--- src/rtl/imem_loader.sv ---
// imem_loader: framed byte-stream writer for the big-endian instruction memory.
// Optional checksum stage enabled by defining IMEM_LOADER_CHECKSUM_EN.
module imem_loader #(
    parameter int                ADDR_W    = 8,
    parameter logic [ADDR_W-1:0] BASE_ADDR = '0,
    parameter logic [7:0]        SYNC_BYTE = 8'hA5
) (
    input  logic              CLK,
    input  logic              Reset,
    input  logic [7:0]        in_data,
    input  logic              in_valid,
    output logic              in_ready,
    output logic              im_we,
    output logic [ADDR_W-1:0] im_addr,
    output logic [7:0]        im_wdata,
    output logic              cpu_hold,
    output logic              done,
    output logic              err,
    output logic [15:0]       words_loaded
);

    typedef enum logic [2:0] {
        S_SYNC,
        S_LEN_HI,
        S_LEN_LO,
        S_DATA,
`ifdef IMEM_LOADER_CHECKSUM_EN
        S_CSUM,
`endif
        S_FINISH
    } state_t;

`ifdef IMEM_LOADER_CHECKSUM_EN
    localparam state_t S_TAIL = S_CSUM;
`else
    localparam state_t S_TAIL = S_FINISH;
`endif

    state_t            state_q, state_d;
    logic [15:0]       len_q, len_d;
    logic [17:0]       cnt_q, cnt_d;
    logic [ADDR_W-1:0] addr_q, addr_d;
    logic              we_q, we_d;
    logic [ADDR_W-1:0] wa_q, wa_d;
    logic [7:0]        wd_q, wd_d;
    logic              hold_q, hold_d;
    logic [15:0]       words_q, words_d;
    logic              acc;
`ifdef IMEM_LOADER_CHECKSUM_EN
    logic [7:0]        csum_q, csum_d;
    logic              err_q, err_d;
`endif

    // The only non-accepting state is the single FINISH cycle.
    assign in_ready = (state_q != S_FINISH);
    assign acc      = in_valid && in_ready;

    assign im_we        = we_q;
    assign im_addr      = wa_q;
    assign im_wdata     = wd_q;
    assign cpu_hold     = hold_q;
    assign words_loaded = words_q;
`ifdef IMEM_LOADER_CHECKSUM_EN
    assign err = err_q;
`else
    assign err = 1'b0;
`endif

    // Frame parser: next state, write request and bookkeeping.
    always_comb begin
        state_d = state_q;
        len_d   = len_q;
        cnt_d   = cnt_q;
        addr_d  = addr_q;
        we_d    = 1'b0;
        wa_d    = wa_q;
        wd_d    = wd_q;
        hold_d  = hold_q;
        words_d = words_q;
        done    = 1'b0;
`ifdef IMEM_LOADER_CHECKSUM_EN
        csum_d  = csum_q;
        err_d   = 1'b0;
`endif
        unique case (state_q)
            S_SYNC: begin
                if (acc && in_data == SYNC_BYTE) begin
                    state_d = S_LEN_HI;
                    hold_d  = 1'b1;
                    cnt_d   = '0;
                    addr_d  = BASE_ADDR;
`ifdef IMEM_LOADER_CHECKSUM_EN
                    csum_d  = '0;
`endif
                end
            end
            S_LEN_HI: begin
                if (acc) begin
                    len_d[15:8] = in_data;
                    state_d     = S_LEN_LO;
`ifdef IMEM_LOADER_CHECKSUM_EN
                    csum_d      = csum_q ^ in_data;
`endif
                end
            end
            S_LEN_LO: begin
                if (acc) begin
                    len_d[7:0] = in_data;
                    if ({len_q[15:8], in_data} == 16'd0)
                        state_d = S_TAIL;
                    else
                        state_d = S_DATA;
`ifdef IMEM_LOADER_CHECKSUM_EN
                    csum_d     = csum_q ^ in_data;
`endif
                end
            end
            S_DATA: begin
                if (acc) begin
                    we_d   = 1'b1;
                    wa_d   = addr_q;
                    wd_d   = in_data;
                    addr_d = addr_q + 1'b1;
                    cnt_d  = cnt_q + 18'd1;
                    if (cnt_q + 18'd1 == {len_q, 2'b00})
                        state_d = S_TAIL;
`ifdef IMEM_LOADER_CHECKSUM_EN
                    csum_d = csum_q ^ in_data;
`endif
                end
            end
`ifdef IMEM_LOADER_CHECKSUM_EN
            S_CSUM: begin
                if (acc) begin
                    if (in_data == csum_q) begin
                        state_d = S_FINISH;
                    end else begin
                        err_d   = 1'b1;
                        state_d = S_SYNC;
                    end
                end
            end
`endif
            S_FINISH: begin
                done    = 1'b1;
                hold_d  = 1'b0;
                words_d = len_q;
                state_d = S_SYNC;
            end
            default: state_d = S_SYNC;
        endcase
    end

    // State and datapath registers; reset leaves memory contents alone.
    always_ff @(posedge CLK) begin
        if (Reset) begin
            state_q <= S_SYNC;
            len_q   <= '0;
            cnt_q   <= '0;
            addr_q  <= BASE_ADDR;
            we_q    <= 1'b0;
            wa_q    <= BASE_ADDR;
            wd_q    <= '0;
            hold_q  <= 1'b1;
            words_q <= '0;
`ifdef IMEM_LOADER_CHECKSUM_EN
            csum_q  <= '0;
            err_q   <= 1'b0;
`endif
        end else begin
            state_q <= state_d;
            len_q   <= len_d;
            cnt_q   <= cnt_d;
            addr_q  <= addr_d;
            we_q    <= we_d;
            wa_q    <= wa_d;
            wd_q    <= wd_d;
            hold_q  <= hold_d;
            words_q <= words_d;
`ifdef IMEM_LOADER_CHECKSUM_EN
            csum_q  <= csum_d;
            err_q   <= err_d;
`endif
        end
    end

endmodule

--- config.mk ---
export PLATFORM = sky130hd
export DESIGN_NAME = imem_loader
export DESIGN_NICKNAME = d
export VERILOG_FILES = /design/src/rtl/imem_loader.sv
export SDC_FILE = /design/constraint.sdc
export NUM_CORES = 1
export LEC_CHECK = 0
export CORE_MARGIN = 5
export CORE_UTILIZATION = 50
export DETAILED_ROUTE_END_ITERATION = 16
export PLACE_DENSITY = 0.73
export SLEW_MARGIN = 20
export SYNTH_ARGS = -nofsm -noshare
export SYNTH_HDL_FRONTEND = slang
export SYNTH_SLANG_ARGS = --single-unit
--- constraint.sdc ---
create_clock -name CLK -period 2.8 [get_ports CLK]
set_input_delay 0.56 -clock CLK [delete_from_list [all_inputs] [get_ports CLK]]
set_output_delay 0.56 -clock CLK [all_outputs]
set_load 0.02 [all_outputs]
==> metrics.txt <==
status finished clean; Post-Place Worst Slack 0.07672 ns; clock root cell clkbuf_8; DRT antenna net count 0; Post-Route WL 9581 um; initial drt markers 302; CP required 2.24 ns; worst relative slew slack 0.5012; Final Cycle Share 0.9098; RSZ-0062 raised after global routing false; Max Buffers Root-to-Sink 2; Ys Warns 0; sequential cell area fraction in the yosys report 0.4288; Final setup viols 0; worst slew pin tran 0.7482 ns; setup TNS 0 ns; cts hold-fix bufs 0; row count 31; gpl congestion 0.8690; final worst slack 0.2526 ns; initial antenna violation count 0; post-DP HPWL 6832 um; crit-path cells nor2_1, nand2_1, clkinv_1, clkdlybuf4s50_1; Finished Cell Area 4521 um2; Cell Area, Synth 3689 um2; # fillers 666; total power 2.207 mW; Top Family by Delay on Critical Path buffers and inverters; Pre-Repair DR Iteration Count 5; Tot GR Track Use 0.2144; CTS tree yes; LEAKAGE 1.532 nW; Placeable Area 7214 um2; max cap viols 0; DIE WIDTH 95.89 um; Clock Latency Late Sink 0.35 ns; syn nets 482; FFs w/ async S/R, synth 0; Area growth, synth to finish 22.56%; DR vias/cell 5.720; CTS Sinks 79; Crit Path Class reg2out; main flop type after synthesis dfxtp_1; Vias 3,529; maximum vdd drop 0.2544 mV; DRC viols 0; chip height 95.89 um; die area 9195 um2; clock slew at reported path FFs 0.08 ns; Post-synth EDFFs 0; crit path buf inv count 2; critical path peak fanout 12; grt total ovfl 0; Netlist cell types 56; Final Hold Vio Count 0; Avg Inst Size Synth 7.865 um2; worst min path class reg2reg; Placed Area 4275 um2; nets@finish 526; Post-CTS Setup Bufs 0; largest net degree at the start of global routing 43; Setup Skew 0.01118 ns; cts bufs inserted 9; max incr delay on CP 0.57 ns; Yosys reg bits 79; CP Capture Type output port; Fmax 0.3926 GHz; CP Launch Type flip-flop; CP arrival 1.99 ns; H-tree Lvls 3; port bufs 46; Routed WL per cell 15.53 um; fin. max-slew vios 0; share of cells above drive strength 1 0.08880; Gates resized, CTS repair 0; Initial Utilization 0.5113; fin crit period 2.547 ns; # diodes 0; first-pass GRT wire length 15,390 um; Mapped Cells 469; Power Density 488.1 nW/um2; io pins 48; number of global-route vias before repair 3,252; Slowest cell on crit path clkdlybuf4s50_1
-- synthesized netlist by cell type, types with 2 or more instances --
cell	count	area share
buf_4	2	0.0041
and2_1	3	0.0051
clkbuf_1	26	0.026
a31oi_1	4	0.0068
or3_1	5	0.0085
xor2_1	14	0.033
and4_1	2	0.0047
nor2b_1	2	0.0034
o22ai_1	2	0.0034
a21o_1	2	0.0041
nand3b_1	2	0.0041
buf_2	3	0.0041
and3_1	6	0.010
ha_1	2	0.0068
a21oi_1	66	0.090
nand2b_1	4	0.0068
o21ai_0	5	0.0068
nor2_1	30	0.031
or2_2	2	0.0034
a311oi_1	6	0.014
dfxtp_1	79	0.43
a211oi_1	4	0.0081
o21ai_1	6	0.0081
nor4_4	2	0.012
inv_1	3	0.0031
nor3_1	10	0.014
nand4_1	8	0.014
nand2_1	111	0.11
nand3_1	10	0.014
nor4_1	6	0.010
xnor2_1	14	0.033
o211ai_1	2	0.0041
a22oi_1	3	0.0061
-- path summary, 6_finish.rpt --
path | cells after the start | endpoint | slack [ns] | from
max | 4 | done | 0.25 | state_q[1]$_SDFFE_PP0P_
min | 2 | words_loaded[0]$_SDFFE_PP0P_ | 0.46 | words_loaded[0]$_SDFFE_PP0P_
max reg2reg | 7 | state_q[1]$_SDFFE_PP0P_ | 0.34 | cnt_q[0]$_SDFFE_PP0P_
min reg2reg | 2 | words_loaded[0]$_SDFFE_PP0P_ | 0.46 | words_loaded[0]$_SDFFE_PP0P_
-- worst reg2reg max path, cell delays in order, from the launching register on --
cell      delay, ns
dfxtp_1        0.42
ha_1           0.27
nand3_1        0.23
or3_1          0.45
o31ai_1        0.29
o211ai_1       0.18
nor4_2         0.32
o32ai_1        0.16
-- layout by cell type, fill, tap and decap left out, drive strengths merged, types with 2 or more instances in the layout --
cell | synthesis | final
nand2 | 111 | 111
dfxtp | 79 | 79
a21oi | 66 | 66
clkdlybuf4s50 | 0 | 45
nor2 | 31 | 31
buf | 5 | 19
xnor2 | 14 | 14
xor2 | 14 | 14
nor3 | 11 | 11
o21ai | 11 | 11
nand3 | 10 | 10
clkbuf | 26 | 10
nand4 | 9 | 9
nor4 | 9 | 9
and3 | 6 | 6
a311oi | 6 | 6
or3 | 6 | 6
nand2b | 4 | 4
a31oi | 4 | 4
a211oi | 4 | 4
inv | 3 | 4
a22oi | 3 | 3
and2 | 3 | 3
bufinv | 0 | 3
or2 | 3 | 3
nor2b | 2 | 2
and4 | 2 | 2
o22ai | 2 | 2
o211ai | 2 | 2
nand3b | 2 | 2
a21o | 2 | 2
ha | 2 | 2
clkinv | 1 | 2
-- through the flow --
step	cells	util	hold slack, ns
after floorplan	469	-	0.4444
after global placement	601	0.5926	0.4413
after detailed placement	601	0.5926	0.4456
after CTS	617	0.6266	0.4579
after global routing	617	0.6266	0.4835
final	617	0.6266	0.4561
-- registers in the layout, indices dropped and copies added (netlist names) --
signal,count
cnt_q,18
len_q,16
words_loaded,16
addr_q,8
im_addr,8
im_wdata,8
state_q,3
cpu_hold,1
im_we,1
-- cell families (layout without fill, tap and decap cells) --
logic type	after synthesis	after routing	share of synthesized area
flip-flops	79	79	0.4288
other	1	1	0.001017
AO/OA/AOI/OAI	109	109	0.1727
buffers and inverters	35	84	0.03867
XOR/XNOR	28	28	0.06649
adder cells (fa/ha/maj)	2	2	0.006783
AND/OR/NAND/NOR	214	214	0.2829
multiplexers	1	1	0.002714
-- area by class of cell --
class / count / area [um2] / share of cell area
clock buffers: 10 / 127.6 / 0.02823
clock inverters: 6 / 117.6 / 0.02602
flip-flops and latches: 79 / 1582 / 0.3498
repair buffers: 64 / 590.6 / 0.1306
inverters: 4 / 15.01 / 0.003321
multi-input cells: 355 / 1964 / 0.4345
well taps: 99 / 123.9 / 0.02740
-- power by group --
part | leakage, nW | total, mW | switching [mW] | internal, mW
clock network | 0.119 | 1.02 | 0.421 | 0.600
registers | 0.636 | 1.12 | 0.000476 | 1.12
logic | 0.778 | 0.0626 | 0.0394 | 0.0232
total | 1.53 | 2.21 | 0.461 | 1.75
-- metal layers --
metal	up-vias	wire, um	track usage
li1	1712	-	-
met1	1687	4324	0.2913
met2	114	4462	0.3283
met3	16	604	0.04066
met4	0	189	0.09953
met5	-	0	0
Note: power is estimated with default switching activity, not from simulation.
